File: config.mk
export PLATFORM = sky130hd
export DESIGN_NAME = tap_read_interconnect_n_flat
export DESIGN_NICKNAME = d
export VERILOG_FILES = /design/src/rtl/tap_read_interconnect_n_if.sv /design/src/rtl/tap_read_interconnect_n.sv /design/src/flat_wrapper.sv
export SDC_FILE = /design/constraint.sdc
export NUM_CORES = 1
export LEC_CHECK = 0
export CAP_MARGIN = 20
export CORE_MARGIN = 2
export CORE_UTILIZATION = 35
export CTS_CLUSTER_DIAMETER = 200
export CTS_CLUSTER_SIZE = 20
export DETAILED_ROUTE_END_ITERATION = 8
export PLACE_DENSITY = 0.65
export SYNTH_ARGS = -nofsm -noshare
export SYNTH_HDL_FRONTEND = slang
export SYNTH_SLANG_ARGS = --single-unit
File: constraint.sdc
create_clock -name CLK_I -period 3.44 [get_ports CLK_I]
set_clock_uncertainty 0.05 [all_clocks]
set_input_delay 0.516 -clock CLK_I [delete_from_list [all_inputs] [get_ports CLK_I]]
set_output_delay 0.516 -clock CLK_I [all_outputs]
set_load 0.01 [all_outputs]
File: src/rtl/tap_read_interconnect_n_if.sv
// Read-side bus between the DMI TAP, the DMI read source and the strobe channels.
// The slave modport is the interconnect; master is the TAP and source side.
interface tap_read_interconnect_n_if #(
    parameter int unsigned IRLENGTH         = 5,
    parameter int unsigned READ_WIDTH       = 41,
    parameter int unsigned DMI_WIDTH        = 41,
    parameter int unsigned STB_STATUS_WIDTH = 8,
    parameter int unsigned STB_DATA_WIDTH   = 32,
    parameter int unsigned NUM_STB          = 4
);
    logic [IRLENGTH-1:0]                 READ_ADDRESS_I;
    logic                                READ_READY_I;
    logic                                READ_VALID_O;
    logic [READ_WIDTH-1:0]               READ_DATA_O;
    logic [(1 << IRLENGTH)-1:0]          VALID_ADDRESS_O;
    logic                                DMI_READ_VALID_I;
    logic                                DMI_READ_READY_O;
    logic [DMI_WIDTH-1:0]                DMI_READ_DATA_I;
    logic [NUM_STB-1:0]                  STB_STATUS_VALID_I;
    logic [NUM_STB-1:0]                  STB_STATUS_READY_O;
    logic [NUM_STB*STB_STATUS_WIDTH-1:0] STB_STATUS_I;
    logic [NUM_STB-1:0]                  STB_DATA_VALID_I;
    logic [NUM_STB-1:0]                  STB_DATA_READY_O;
    logic [NUM_STB*STB_DATA_WIDTH-1:0]   STB_DATA_I;

    modport slave (
        input  READ_ADDRESS_I, READ_READY_I,
        output READ_VALID_O, READ_DATA_O, VALID_ADDRESS_O,
        input  DMI_READ_VALID_I, DMI_READ_DATA_I,
        output DMI_READ_READY_O,
        input  STB_STATUS_VALID_I, STB_STATUS_I,
        output STB_STATUS_READY_O,
        input  STB_DATA_VALID_I, STB_DATA_I,
        output STB_DATA_READY_O
    );

    modport master (
        output READ_ADDRESS_I, READ_READY_I,
        input  READ_VALID_O, READ_DATA_O, VALID_ADDRESS_O,
        output DMI_READ_VALID_I, DMI_READ_DATA_I,
        input  DMI_READ_READY_O,
        output STB_STATUS_VALID_I, STB_STATUS_I,
        input  STB_STATUS_READY_O,
        output STB_DATA_VALID_I, STB_DATA_I,
        input  STB_DATA_READY_O
    );
endinterface

File: src/rtl/tap_read_interconnect_n.sv
// One-entry capture buffers for the DMI and strobe read streams, with a two-state
// FSM that hands buffered words back to the TAP over valid/ready.
module tap_read_interconnect_n #(
    parameter int unsigned IRLENGTH         = 5,
    parameter int unsigned READ_WIDTH       = 41,
    parameter int unsigned DMI_WIDTH        = 41,
    parameter int unsigned STB_STATUS_WIDTH = 8,
    parameter int unsigned STB_DATA_WIDTH   = 32,
    parameter int unsigned NUM_STB          = 4,
    parameter int unsigned DMI_ADDR         = 'h11,
    parameter int unsigned STB_BASE         = 'h04
) (
    input  logic                         CLK_I,
    input  logic                         RST_NI,
    tap_read_interconnect_n_if.slave     bus
);
    // Buffer 0 is DMI; buffers 2k+1 / 2k+2 are status / data of strobe channel k.
    localparam int unsigned NUM_BUF = 1 + 2 * NUM_STB;
    localparam int unsigned ADDR_N  = 1 << IRLENGTH;

    typedef enum logic {IDLE, SEND} state_t;

    state_t                                 state_q, state_d;
    logic [NUM_BUF-1:0]                     src_valid;
    logic [READ_WIDTH-1:0]                  src_word [NUM_BUF];
    logic [NUM_BUF-1:0]                     buf_full;
    logic [NUM_BUF-1:0]                     sel_oh;
    logic [NUM_BUF-1:0]                     clr;
    logic [READ_WIDTH-1:0][NUM_BUF-1:0]     rd_col;
    logic [READ_WIDTH-1:0]                  hit_word;
    logic                                   hit_full;
    logic                                   mapped;
    logic                                   load;
    logic [READ_WIDTH-1:0]                  load_word;
    logic [READ_WIDTH-1:0]                  resp_data_p0;

    assign src_valid[0]         = bus.DMI_READ_VALID_I;
    assign src_word[0]          = READ_WIDTH'(bus.DMI_READ_DATA_I);
    assign bus.DMI_READ_READY_O = !buf_full[0];

    for (genvar k = 0; k < NUM_STB; k++) begin : g_stb_src
        assign src_valid[2*k+1]          = bus.STB_STATUS_VALID_I[k];
        assign src_valid[2*k+2]          = bus.STB_DATA_VALID_I[k];
        assign src_word[2*k+1]           = READ_WIDTH'(bus.STB_STATUS_I[k*STB_STATUS_WIDTH +: STB_STATUS_WIDTH]);
        assign src_word[2*k+2]           = READ_WIDTH'(bus.STB_DATA_I[k*STB_DATA_WIDTH +: STB_DATA_WIDTH]);
        assign bus.STB_STATUS_READY_O[k] = !buf_full[2*k+1];
        assign bus.STB_DATA_READY_O[k]   = !buf_full[2*k+2];
    end

    for (genvar i = 0; i < NUM_BUF; i++) begin : g_buf
        localparam logic [IRLENGTH-1:0] BUF_ADDR =
            IRLENGTH'((i == 0) ? DMI_ADDR : STB_BASE + i - 1);
        logic                  full_q;
        logic [READ_WIDTH-1:0] word_q;
        logic                  cap;

        // Capture needs !full and clear needs full, so they never meet on one buffer.
        assign cap = src_valid[i] && !full_q;

        always_ff @(posedge CLK_I or negedge RST_NI) begin
            if (!RST_NI)      full_q <= 1'b0;
            else if (cap)     full_q <= 1'b1;
            else if (clr[i])  full_q <= 1'b0;
        end

        always_ff @(posedge CLK_I) begin
            if (cap) word_q <= src_word[i];
        end

        assign buf_full[i] = full_q;
        assign sel_oh[i]   = (bus.READ_ADDRESS_I == BUF_ADDR);

        for (genvar b = 0; b < READ_WIDTH; b++) begin : g_col
            assign rd_col[b][i] = word_q[b] & sel_oh[i];
        end
    end

    for (genvar b = 0; b < READ_WIDTH; b++) begin : g_rd_or
        assign hit_word[b] = |rd_col[b];
    end

    assign hit_full = |(buf_full & sel_oh);
    assign mapped   = |sel_oh;

    for (genvar a = 0; a < ADDR_N; a++) begin : g_vaddr
        if (a == DMI_ADDR) begin : g_dmi
            assign bus.VALID_ADDRESS_O[a] = buf_full[0];
        end else if (a >= STB_BASE && a < STB_BASE + 2 * NUM_STB) begin : g_stb
            assign bus.VALID_ADDRESS_O[a] = buf_full[a - STB_BASE + 1];
        end else begin : g_none
            assign bus.VALID_ADDRESS_O[a] = 1'b0;
        end
    end

    always_comb begin
        state_d   = state_q;
        clr       = '0;
        load      = 1'b0;
        load_word = '0;
        case (state_q)
            IDLE: begin
                if (bus.READ_READY_I) begin
                    if (!mapped) begin
                        load    = 1'b1;
                        state_d = SEND;
                    end else if (hit_full) begin
                        load      = 1'b1;
                        load_word = hit_word;
                        clr       = sel_oh;
                        state_d   = SEND;
                    end
                end
            end
            SEND: begin
                if (bus.READ_READY_I) state_d = IDLE;
            end
            default: state_d = IDLE;
        endcase
    end

    // Response stage: word held stable for the whole SEND state.
    always_ff @(posedge CLK_I or negedge RST_NI) begin
        if (!RST_NI) begin
            state_q      <= IDLE;
            resp_data_p0 <= '0;
        end else begin
            state_q <= state_d;
            if (load) resp_data_p0 <= load_word;
        end
    end

    assign bus.READ_VALID_O = (state_q == SEND);
    assign bus.READ_DATA_O  = resp_data_p0;
endmodule
File: src/flat_wrapper.sv
// flat-port wrapper written by rule: the top's interface ports become plain ports
module tap_read_interconnect_n_flat 
#(
    parameter int unsigned IRLENGTH         = 5,
    parameter int unsigned READ_WIDTH       = 41,
    parameter int unsigned DMI_WIDTH        = 41,
    parameter int unsigned STB_STATUS_WIDTH = 8,
    parameter int unsigned STB_DATA_WIDTH   = 32,
    parameter int unsigned NUM_STB          = 4,
    parameter int unsigned DMI_ADDR         = 'h11,
    parameter int unsigned STB_BASE         = 'h04
)
  (CLK_I, RST_NI, bus_READ_ADDRESS_I, bus_READ_READY_I, bus_READ_VALID_O, bus_READ_DATA_O, bus_VALID_ADDRESS_O, bus_DMI_READ_VALID_I, bus_DMI_READ_DATA_I, bus_DMI_READ_READY_O, bus_STB_STATUS_VALID_I, bus_STB_STATUS_I, bus_STB_STATUS_READY_O, bus_STB_DATA_VALID_I, bus_STB_DATA_I, bus_STB_DATA_READY_O);
  tap_read_interconnect_n_if #(.IRLENGTH(IRLENGTH), .READ_WIDTH(READ_WIDTH), .DMI_WIDTH(DMI_WIDTH), .STB_STATUS_WIDTH(STB_STATUS_WIDTH), .STB_DATA_WIDTH(STB_DATA_WIDTH), .NUM_STB(NUM_STB)) bus_i ();
  input  logic CLK_I;
  input  logic RST_NI;
  input wire logic [$bits(bus_i.READ_ADDRESS_I)-1:0] bus_READ_ADDRESS_I;
  input wire logic [$bits(bus_i.READ_READY_I)-1:0] bus_READ_READY_I;
  output wire logic [$bits(bus_i.READ_VALID_O)-1:0] bus_READ_VALID_O;
  output wire logic [$bits(bus_i.READ_DATA_O)-1:0] bus_READ_DATA_O;
  output wire logic [$bits(bus_i.VALID_ADDRESS_O)-1:0] bus_VALID_ADDRESS_O;
  input wire logic [$bits(bus_i.DMI_READ_VALID_I)-1:0] bus_DMI_READ_VALID_I;
  input wire logic [$bits(bus_i.DMI_READ_DATA_I)-1:0] bus_DMI_READ_DATA_I;
  output wire logic [$bits(bus_i.DMI_READ_READY_O)-1:0] bus_DMI_READ_READY_O;
  input wire logic [$bits(bus_i.STB_STATUS_VALID_I)-1:0] bus_STB_STATUS_VALID_I;
  input wire logic [$bits(bus_i.STB_STATUS_I)-1:0] bus_STB_STATUS_I;
  output wire logic [$bits(bus_i.STB_STATUS_READY_O)-1:0] bus_STB_STATUS_READY_O;
  input wire logic [$bits(bus_i.STB_DATA_VALID_I)-1:0] bus_STB_DATA_VALID_I;
  input wire logic [$bits(bus_i.STB_DATA_I)-1:0] bus_STB_DATA_I;
  output wire logic [$bits(bus_i.STB_DATA_READY_O)-1:0] bus_STB_DATA_READY_O;
  assign bus_i.READ_ADDRESS_I = bus_READ_ADDRESS_I;
  assign bus_i.READ_READY_I = bus_READ_READY_I;
  assign bus_READ_VALID_O = bus_i.READ_VALID_O;
  assign bus_READ_DATA_O = bus_i.READ_DATA_O;
  assign bus_VALID_ADDRESS_O = bus_i.VALID_ADDRESS_O;
  assign bus_i.DMI_READ_VALID_I = bus_DMI_READ_VALID_I;
  assign bus_i.DMI_READ_DATA_I = bus_DMI_READ_DATA_I;
  assign bus_DMI_READ_READY_O = bus_i.DMI_READ_READY_O;
  assign bus_i.STB_STATUS_VALID_I = bus_STB_STATUS_VALID_I;
  assign bus_i.STB_STATUS_I = bus_STB_STATUS_I;
  assign bus_STB_STATUS_READY_O = bus_i.STB_STATUS_READY_O;
  assign bus_i.STB_DATA_VALID_I = bus_STB_DATA_VALID_I;
  assign bus_i.STB_DATA_I = bus_STB_DATA_I;
  assign bus_STB_DATA_READY_O = bus_i.STB_DATA_READY_O;
  tap_read_interconnect_n #(.IRLENGTH(IRLENGTH), .READ_WIDTH(READ_WIDTH), .DMI_WIDTH(DMI_WIDTH), .STB_STATUS_WIDTH(STB_STATUS_WIDTH), .STB_DATA_WIDTH(STB_DATA_WIDTH), .NUM_STB(NUM_STB), .DMI_ADDR(DMI_ADDR), .STB_BASE(STB_BASE)) u_core (.CLK_I(CLK_I), .RST_NI(RST_NI), .bus(bus_i));
endmodule
Yosys cells after proc, flatten, opt, wreduce, memory -nomap -nowiden
Cells that the tools add are included.
{"block": "op_classes", "n_eq_ne": 9, "n_mux": 32, "bitwise_logic": 203, "reduce_logical": 61}
{"operator": "$and 1x1->1", "n": 201}
{"operator": "$mux 41", "n": 4}
{"operator": "$reduce_or 5->1", "n": 24}
{"operator": "$reduce_or 9->1", "n": 10}
{"operator": "$mux 9", "n": 4}
{"operator": "$mux 1", "n": 23}
{"operator": "$eq 5x3->1 const B", "n": 4}
{"operator": "$eq 5x4->1 const B", "n": 4}
{"operator": "$reduce_bool 2->1", "n": 9}
{"operator": "$and 9x9->9", "n": 1}
{"operator": "$logic_and 1x1->1", "n": 9}
{"operator": "$logic_not 1->1", "n": 9}
{"operator": "$eq 5x5->1 const B", "n": 1}
{"operator": "$pmux 1 s2", "n": 1}
{"operator": "$not 1->1", "n": 1}
{"block": "word_totals", "register_bits": 252, "in_bits": 218, "out_inout_bits": 83, "word_cells": 325}

Depth between registers and ports, before layout
Gate-level depths: netlist of the first run.
{"block": "logic_depth", "word_depth": 9, "mapped_depth": 8, "ltp_nobuf": 5}

Least setup slack after synthesis of the first run
Ideal clock, no wire load.
{"block": "synth_path", "kind": "input port to flip-flop", "from": "in bus_DMI_READ_VALID_I", "to": "reg u_core.g_buf[0].word_q[0], enable pin", "setup_ps": 444, "t_arrival_ps": 2348, "required_time_ps": 2946, "setup_slack_ps": 598, "cell_stages": 1, "path_buffers": 0, "cell_sequence": "nor2b_1"}
{"block": "synth_via", "elab_chain_cells": 1}
{"item": "start, declared", "line_no": "flat_wrapper.sv:22", "text": "input wire logic [$bits(bus_i.DMI_READ_VALID_I)-1:0] bus_DMI_READ_VALID_I;"}
{"item": "$logic_and 1x1->1", "line_no": "tap_read_interconnect_n.sv:58", "text": "assign cap = src_valid[i] && !full_q;"}
{"item": "end signal, assigned", "line_no": "tap_read_interconnect_n.sv:67", "text": "if (cap) word_q <= src_word[i];"}
{"item": "end, declared", "line_no": "tap_read_interconnect_n.sv:54", "text": "logic [READ_WIDTH-1:0] word_q;"}
No other way between the ends.
A chain may end at the register's enable or synchronous reset.

Final worst setup path of the first run
{"block": "layout_path", "from": "in bus_READ_ADDRESS_I[0]", "to": "reg u_core.resp_data_p0[32], in the netlist u_core.bus.READ_DATA_O[32]"}
{"block": "layout_via", "elab_chain_cells": 7, "word_cells_on_any_way": 21, "cone_classes": "eq/ne (9); mux (8); bitwise (2); reduce/logical (2)"}
{"item": "start, declared", "line_no": "flat_wrapper.sv:17", "text": "input wire logic [$bits(bus_i.READ_ADDRESS_I)-1:0] bus_READ_ADDRESS_I;"}
{"item": "$eq 5x5->1 (tied with other cells)", "line_no": "tap_read_interconnect_n.sv:71", "text": "assign sel_oh[i] = (bus.READ_ADDRESS_I == BUF_ADDR);"}
{"item": "$and 9x9->9", "line_no": "tap_read_interconnect_n.sv:82", "text": "assign hit_full = |(buf_full & sel_oh);"}
{"item": "$reduce_or 9->1", "line_no": "tap_read_interconnect_n.sv:82"}
{"item": "$mux 41 / $mux 1 (equally long branches)", "line_no": "tap_read_interconnect_n.sv:106", "text": "end else if (hit_full) begin"}
{"item": "$mux 41 / $mux 1 (equally long branches)", "line_no": "tap_read_interconnect_n.sv:103", "text": "if (!mapped) begin"}
{"item": "$mux 41 / $mux 1 (equally long branches)", "line_no": "tap_read_interconnect_n.sv:102", "text": "if (bus.READ_READY_I) begin"}
{"item": "$mux 41 / $mux 1 (equally long branches)", "line_no": "tap_read_interconnect_n.sv:100", "text": "case (state_q)"}
{"item": "end signal, assigned", "line_no": "tap_read_interconnect_n.sv:128", "text": "if (load) resp_data_p0 <= load_word;"}
{"item": "end, declared", "line_no": "tap_read_interconnect_n.sv:35", "text": "logic [READ_WIDTH-1:0] resp_data_p0;"}
Parallel ways exist; a longest one is shown, timed or not.

==> impl_metrics.yaml, run 1 <==
yosys:
  synth-edff-count: 201
  ys_ff_latch: 252
  synth.largest_area_cell: "edfxtp_1"
  synth_top_cell_area_share_pct: 60.6
  syn_area_per_cell_um2: 16.5
  netlist_top_cells_count: "edfxtp_1, dfrtp_1, mux2i_1"
  synthFlopType: "edfxtp_1"
  yosysMostFrequentCell: "edfxtp_1"
  syn-cell-area_um2: 9950
  synthCells: 602
  synth_area_leaders: "edfxtp_1, dfrtp_1, mux2i_1"
  yosys_warnings: 0
  yosysSeqAreaShare_pct: 73.5
  postSynth.asyncResetShare_pct: 20.2
  ys_types: 51
cells_and_area:
  nNetsFinal: 1098
  syn_to_final_growth_pct: 37.0
  layout-drive-gt1-share_pct: 9.33
  fillCellCount: 2418
  n_antenna_cell: 0
status:
  status: "finished, final reports clean"
clocking:
  cts_resized: 0
  insertion_delay_ps: 510
  post_cts_buffers: 0
  cts-root-buf: "clkbuf_16"
  htree_levels: 1
  clockBufferDepth: 3
  cts.hold.buffers_added: 0
  cts_tree: "yes"
  cts_buffers: 16
  cts.clk_slew.worst_paths_ps: 90
  cts_sinks: 252
timing:
  fin_hold_ws_ps: 63.9
  fin_crit_sh_pct: 78.2
  hold_violations: 0
  slew_viol_final: 0
  max-slew-margin-rel_pct: 38.2
  tightest_slew_ps: 925
  rsz0062_at_grt: "false"
  timing.fmax_ghz: 0.372
  min_period_ps: 2690
  setup_viol: 0
  fin_tns_setup_ps: 0
critical_path:
  worst-path-max-fanout: 13
  crit_cells: 6
  crit_chain: "clkdlybuf4s50_1 > or3b_2 > nor3_1 > a2111o_1 > o21a_1 > a32o_1"
  worstSetupEndpointType: "register"
  crit_family: "compound AO/OA/AOI/OAI gates"
  cp.required_ps: 3810
  max_stage_delay_ps: 740
  start_kind: "input port"
  r2r_cells: 5
  critPathKind: "input port to register"
  crit_buf_inv: 1
  cp.arrival_ps: 3060
  slowest_stage: "clkdlybuf4s50_1"
global_routing:
  antenna_found_initial: 3
  grt_pass1_vias: 6835
  globalRouteOverflowTotal: 0
  grt_pass1_wl_mm: 44.2
  grt_use_total_pct: 20.0
  grt_max_degree: 35
power:
  power_density_nw_per_um2: 457
  vdd_drop_max_mv: 0.292
  leakage_nw: 4.77
die:
  die_area_um2: 29800
  fp-row-count: 61
  initial_core_util_pct: 35.7
  die_h_um: 173
  core_area_um2: 27900
  io_pins: 301
  die_w_um: 173
routing:
  wl_mm: 30.2
  postRouteAntennaNets: 0
  vias: 6451
  drt_pre_antenna_iters: 5
  drt-wirelength-per-cell_um: 23.8
  vias_per_cell: 5.09
  drc: 0
  drt_iter0_drc: 541
placed_design:
  place_congestion: 0.829
  port-buffer-count: 277
  dp_hpwl_mm: 21.6
flow_run:
  maxCapViolations: 0
hold_path:
  hold_class: "input port to asynchronous set/reset pin"
through the flow:
stage	setup WS, ps	total power, mW	instances	area (um^2)	utilization (%)
after global placement	417	4.40	1240	13200	47.3
after CTS	815	6.30	1268	13600	49.0
after floorplan	598	3.89	624	10000	-
final	750	6.24	1268	13600	49.0
after global routing	680	6.46	1268	13600	49.0
after detailed placement	314	4.42	1240	13200	47.3
cell usage in the layout (no fill, tap or decap), drive strengths merged, types with 8 or more instances in the layout:
cell | Yosys | final
clkdlybuf4s50 | 0 | 275
edfxtp | 201 | 201
dfrtp | 51 | 51
mux2i | 41 | 41
o2bb2ai | 38 | 38
buf | 50 | 29
clkbuf | 16 | 26
conb | 1 | 23
a22oi | 19 | 19
nand2 | 18 | 18
a221oi | 16 | 16
o22ai | 15 | 15
a21oi | 15 | 15
inv | 13 | 14
nor2 | 14 | 14
nor2b | 14 | 14
a32o | 10 | 10
a31oi | 9 | 9
nor3 | 8 | 8
report_power, final:
| part | switching [mW] | internal, mW | total (mW) |
|---|---|---|---|
| clock network | 1.00 | 0.892 | 1.90 |
| logic | 0.391 | 0.432 | 0.823 |
| registers | 0.0823 | 3.44 | 3.52 |
path summary, 6_finish.rpt:
kind / end / from / slack [ps]
setup / recovery: u_core.bus.READ_DATA_O[32] / bus_READ_ADDRESS_I[0] / 750
hold / removal: u_core.bus.READ_DATA_O[14] / RST_NI / 60
setup reg to reg: u_core.bus.READ_DATA_O[32] / u_core.g_buf[2].full_q / 1350
hold reg to reg: u_core.bus.READ_DATA_O[36] / u_core.bus.READ_DATA_O[36] / 440
max in group asynchronous: u_core.bus.READ_DATA_O[40] / RST_NI / 2440
min in group CLK_I: u_core.bus.READ_DATA_O[36] / u_core.bus.READ_DATA_O[36] / 440
final cells by class:
class,instances,area (um^2),area share (%)
timing repair buffer,304,3030,22.2
tap,378,473,3.47
clock buffer,26,438,3.21
inverter,13,48.8,0.358
multi-input combinational,293,2320,17.0
sequential,252,7310,53.6
clock inverter,2,25.0,0.183
cell families (layout without fill, tap and decap cells):
group	Yosys count	after routing	share of synthesized area, %
flops	252	252	73.5
compound gates	150	150	13.0
buf+inv	79	345	4.79
simple gates	77	77	4.32
mux	43	43	4.35
other cells	1	23	0.0377
routing by layer:
| metal | wire length [um] | share of wire, % | vias to the layer above | global-route usage (%) |
|---|---|---|---|---|
| li1 | - | - | 2882 | - |
| met1 | 12800 | 42 | 3215 | 26.4 |
| met2 | 14600 | 48 | 301 | 33.7 |
| met3 | 1970 | 6.5 | 49 | 3.80 |
| met4 | 817 | 2.7 | 4 | 5.56 |
| met5 | 30 | 0.099 | - | 0 |
registers in the layout, indices dropped and copies added (netlist names):
register                 cells
u_core.bus.READ_VALID_O      1
u_core.bus.READ_DATA_O      41
u_core.g_buf.full_q          9
u_core.g_buf.word_q        201
Note: power is estimated with default switching activity, not from simulation.
==> run 2, diff against run 1 <==
==> constraint.sdc (replaced) <==
create_clock -name CLK_I -period 2.7 [get_ports CLK_I]
set_clock_uncertainty 0.05 [all_clocks]
set_input_delay 0.405 -clock CLK_I [delete_from_list [all_inputs] [get_ports CLK_I]]
set_output_delay 0.405 -clock CLK_I [all_outputs]
set_load 0.01 [all_outputs]
==> run 2 against run 1 <==
Against the previous run:
- global-route usage shrank 0.33 points
- core utilization grew 0.65 points
- critical path depth increased by 1
- die area unchanged
- worst setup slack lost 340 ps
- cell area rose by 1.3%
- routed wire length shrank 0.97%
- cell count is 1.7% higher
- clock power rose by 28%
- sequential share of layout area fell by 0.70 points
- critical path type unchanged
==> impl_metrics.yaml, run 2 (synthesis gave the netlist of run 1 again) <==
global_routing:
  grt_pass1_vias: 6858
  grt_max_degree: 43
  globalRouteOverflowTotal: 0
  met3_usage_pct: 3.98
  grt_use_met2_pct: 32.9
  busiest_layer: "met2"
  grt_pass1_wl_mm: 43.7
  grt.met1_usage_pct: 25.8
  grt_use_total_pct: 19.7
  antenna_found_initial: 3
critical_path:
  crit_family: "compound AO/OA/AOI/OAI gates"
  crit_buf_inv: 2
  crit_cells: 7
  cp.required_ps: 3030
  crit_chain: "clkdlybuf4s50_1 > nor2_1 > and3_4 > a2111o_1 > o21a_1 > buf_12 > a32o_1"
  critPathKind: "input port to register"
  r2r_cells: 6
  max_stage_delay_ps: 700
  worst-path-max-fanout: 10
  slowest_stage: "clkdlybuf4s50_1"
  cp.arrival_ps: 2610
  r2r_end: "u_core.bus.READ_DATA_O[40]"
  rrSetupSlack_ps: 690
  start_kind: "input port"
  worstSetupEndpointType: "register"
  rr_startpoint: "u_core.g_buf[2].full_q"
clocking:
  cts.clk_slew.worst_paths_ps: 90
  cts_tree: "yes"
  cts-root-buf: "clkbuf_16"
  cts_sinks: 252
  cts_buffers: 16
  htree_levels: 1
  insertion_delay_ps: 510
  clockBufferDepth: 3
power:
  power_density_nw_per_um2: 576
  leakage_nw: 4.87
  vdd_drop_max_mv: 0.367
  total_power_mw: 7.97
routing:
  drt-wirelength-per-cell_um: 23.2
  drt_iter0_drc: 476
  vias_per_cell: 5.07
  vias: 6539
  drc: 0
  postRouteAntennaNets: 0
  wl_mm: 29.9
  drt_pre_antenna_iters: 5
placed_design:
  place_congestion: 0.821
  dp_hpwl_mm: 20.8
  port-buffer-count: 277
  dp.cells: 1256
timing:
  min_period_ps: 2290
  fin_hold_ws_ps: 397
  slew_viol_final: 0
  hold_violations: 0
  tightest_slew_ps: 736
  setup_viol: 0
  rsz0062_at_grt: "false"
  timing.fmax_ghz: 0.437
  fin_crit_sh_pct: 84.7
  fin_tns_setup_ps: 0
  max-slew-margin-rel_pct: 51.0
hold_path:
  whs_path_depth: 1
  hold_class: "input port to register"
  hold_start: "bus_STB_STATUS_I[21]"
  min_to: "u_core.g_buf[5].word_q[5]"
status:
  status: "finished, final reports clean"
cells_and_area:
  nNetsFinal: 1115
  fillCellCount: 2407
  instances_no_fill: 1290
  top_register: "u_core.g_buf.word_q"
  syn_to_final_growth_pct: 38.9
  largest_reg_flops: 201
  layout-drive-gt1-share_pct: 10.9
  multi_input_area_um2: 2320
  mostFrequentLayoutCells: "clkdlybuf4s50_1, edfxtp_1, dfrtp_1"
  mostFrequentLayoutCell: "clkdlybuf4s50_1"
  layout.area.seq_um2: 7310
die:
  fp-row-count: 61
  core_area_um2: 27900
  die_area_um2: 29800
  io_pins: 301
  die_h_um: 173
  die_w_um: 173
  initial_core_util_pct: 35.7
flow_run:
  maxCapViolations: 0
==> run 2: worst max-delay path by stage <==
stage	startpoint	endpoint	slack (ps)
after floorplan	u_core.g_buf[4].full_q	u_core.g_buf[4].word_q[0]	350
after global placement	bus_READ_ADDRESS_I[0]	u_core.bus.READ_DATA_O[33]	-20
after detailed placement	bus_READ_ADDRESS_I[0]	u_core.bus.READ_DATA_O[34]	-80
after CTS	bus_READ_ADDRESS_I[0]	u_core.bus.READ_DATA_O[40]	440
after global routing	bus_READ_ADDRESS_I[0]	u_core.bus.READ_DATA_O[40]	320
final	bus_READ_ADDRESS_I[0]	u_core.bus.READ_DATA_O[40]	410
==> run 2: final cells by class <==
type	instances	area share, %
Sequential cell	252	52.9
Timing Repair Buffer	321	23.1
Multi-Input combinational cell	293	16.8
Tap cell	378	3.42
Clock buffer	26	3.17
Inverter	13	0.353
Clock inverter	2	0.181
Antenna cell	5	0.0905
==> run 2: what timing repair did <==
item	in CTS	in global routing
setup buffers	0	0
endpoints found under the hold margin	25	0
gates resized for setup	0	0
hold buffers	1	0
==> run 2: worst register-to-register path: stages (launching register included) <==
cell and delay (ps):
dfrtp_1 460, inv_1 180, nor3_1 80, a2111o_1 480, o21a_1 250, buf_12 150, a32o_1 250
==> run 2: metal layers <==
layer	wire, um	vias up
met5	0	-
met2	14300	343
met1	12600	3222
li1	-	2919
met4	898	0
met3	2130	55
==> run 2: where the power goes <==
part           switching (mW)  internal (mW)
Sequential             0.0997           4.38
Clock                    1.29           1.14
Combinational           0.491          0.574
==> run 2: metrics by stage <==
| stage | cell area, um^2 | setup slack, ps | util (%) |
|---|---|---|---|
| floorplan | 10000 | 349 | - |
| global placement | 13300 | -19.3 | 47.9 |
| detailed placement | 13300 | -82.2 | 47.9 |
| CTS | 13800 | 443 | 49.6 |
| global route | 13800 | 319 | 49.6 |
| finish | 13800 | 412 | 49.6 |
==> run 3, diff against run 2 <==
==> constraint.sdc (replaced) <==
create_clock -name CLK_I -period 2.25 [get_ports CLK_I]
set_clock_uncertainty 0.05 [all_clocks]
set_input_delay 0.3375 -clock CLK_I [delete_from_list [all_inputs] [get_ports CLK_I]]
set_output_delay 0.3375 -clock CLK_I [all_outputs]
set_load 0.01 [all_outputs]
==> run 3 against run 2 <==
Against the previous run:
- worst hold slack got worse by 69 ps
- clock-buffer cell count unchanged
- total power increased by 20%
- die area unchanged
- routed wire length about the same
- non-clock buffer count increased by 25
- register-to-register slack got worse by 380 ps
- critical path depth unchanged
- first-iteration DRC count increased by 15%
- sequential power increased by 19%
- global-route usage decreased by 0.11 points
- critical endpoint is now u_core.bus.READ_DATA_O[33]
- largest power group unchanged
==> impl_metrics.yaml, run 3 (synthesis gave the netlist of run 1 again) <==
status:
  status: "finished, final reports clean"
routing:
  drt-wirelength-per-cell_um: 22.8
  drc: 0
  wl_mm: 29.9
  postRouteAntennaNets: 0
  m1WireLength_mm: 12.3
  wl_met3_mm: 2.06
  drt_iter0_drc: 549
  drt_pre_antenna_iters: 4
  vias_per_cell: 5.06
  vias: 6633
  wl_met2_mm: 14.7
  dr.max_layer_used: "met4"
placed_design:
  place_congestion: 0.848
  dp.cells: 1281
  port-buffer-count: 277
  post-place-ws_ps: -377
  dp_hpwl_mm: 21.8
  placed_area_um2: 13600
clocking:
  cts-root-buf: "clkbuf_16"
  cts_buffers: 16
  cts_sinks: 252
  insertion_delay_ps: 500
  cts_tree: "yes"
  clockBufferDepth: 3
  cts.clk_slew.worst_paths_ps: 80
  htree_levels: 1
power:
  total_power_mw: 9.58
  leakage_nw: 5.02
  power_density_nw_per_um2: 680
  vdd_drop_max_mv: 0.438
critical_path:
  rrSetupSlack_ps: 310
  critPathKind: "input port to register"
  max_stage_delay_ps: 620
  r2r_cells: 5
  rr_startpoint: "u_core.g_buf[5].full_q"
  crit_buf_inv: 2
  cp.required_ps: 2570
  crit_family: "compound AO/OA/AOI/OAI gates"
  crit_chain: "clkdlybuf4s50_1 > nor2_1 > and3_4 > a2111o_1 > o21a_1 > buf_12 > a32o_1"
  worst-path-max-fanout: 10
  cp.arrival_ps: 2480
  r2r_end: "u_core.bus.READ_DATA_O[33]"
  start_kind: "input port"
  slowest_stage: "clkdlybuf4s50_1"
  worstSetupEndpointType: "register"
timing:
  worst_slack_ps: 91.2
  rsz0062_at_grt: "false"
  fin_hold_ws_ps: 328
  min_period_ps: 2160
  timing.fmax_ghz: 0.463
  hold_violations: 0
  setup_viol: 0
  slew_viol_final: 0
  tightest_slew_ps: 539
  max-slew-margin-rel_pct: 63.1
  fin_crit_sh_pct: 95.9
die:
  die_h_um: 173
  core_area_um2: 27900
  die_w_um: 173
  die_area_um2: 29800
  io_pins: 301
  initial_core_util_pct: 35.7
  fp-row-count: 61
global_routing:
  grt_max_degree: 34
  grt_pass1_wl_mm: 43.6
  antenna_found_initial: 1
  globalRouteOverflowTotal: 0
  grt_pass1_vias: 6939
  grt_use_total_pct: 19.5
cells_and_area:
  largest_reg_flops: 201
  top_register: "u_core.g_buf.word_q"
  mostFrequentLayoutCells: "clkdlybuf4s50_1, edfxtp_1, buf_4"
  layout-drive-gt1-share_pct: 13.3
  mostFrequentLayoutCell: "clkdlybuf4s50_1"
  syn_to_final_growth_pct: 41.6
  nNetsFinal: 1140
  instances_no_fill: 1311
  postLayoutCellArea_um2: 14100
hold_path:
  hold_class: "input port to asynchronous set/reset pin"
flow_run:
  maxCapViolations: 0
==> run 3: cell types whose count changed in the layout (fill, tap and decap cells not counted), sizes merged <==
cell and change:
buf +25, diode -4
==> run 3: final cells by class <==
class	instances	area, um^2
Antenna cell	1	2.50
Clock buffer	26	438
Clock inverter	2	25.0
Fill cell	2311	13800
Inverter	13	48.8
Multi-Input combinational cell	293	2320
Sequential cell	252	7310
Tap cell	378	473
Timing Repair Buffer	346	3480
==> run 3: report_power, final <==
part           switching (mW)  total [mW]  internal, mW
Combinational           0.629        1.37         0.740
Clock                    1.51        2.87          1.36
Sequential             0.0879        5.34          5.25
Total                    2.23        9.58          7.35
==> run 3: timing repair <==
| action | in CTS | in global routing |
|---|---|---|
| buffers inserted | 0 | 0 |
| resized for setup | 0 | 0 |
| hold buffers | 1 | 0 |
| hold endpoints to repair | 22 | 0 |
==> run 3: worst max-delay path by stage <==
stage / startpoint / to / depth (start not counted)
final: bus_READ_ADDRESS_I[4] / u_core.bus.READ_DATA_O[33] / 7
after global routing: bus_READ_ADDRESS_I[4] / u_core.bus.READ_DATA_O[12] / 7
after CTS: bus_READ_ADDRESS_I[0] / u_core.bus.READ_DATA_O[33] / 7
after detailed placement: bus_READ_ADDRESS_I[0] / u_core.bus.READ_DATA_O[33] / 7
after global placement: bus_READ_ADDRESS_I[0] / u_core.bus.READ_DATA_O[33] / 7
after floorplan: bus_READ_ADDRESS_I[3] / u_core.bus.READ_VALID_O / 8
==> run 3: per-stage QoR <==
stage | utilization, % | setup TNS [ps]
floorplan | - | 0
global placement | 48.9 | -12470
detailed placement | 48.9 | -14100
CTS | 50.6 | 0
global route | 50.6 | 0
finish | 50.6 | 0
==> run 3: metal layers <==
| layer | vias up | GRT usage (%) |
|---|---|---|
| met5 | - | 0 |
| met4 | 0 | 6.02 |
| met3 | 44 | 3.67 |
| met2 | 327 | 33.4 |
| met1 | 3296 | 25.3 |
| li1 | 2966 | - |
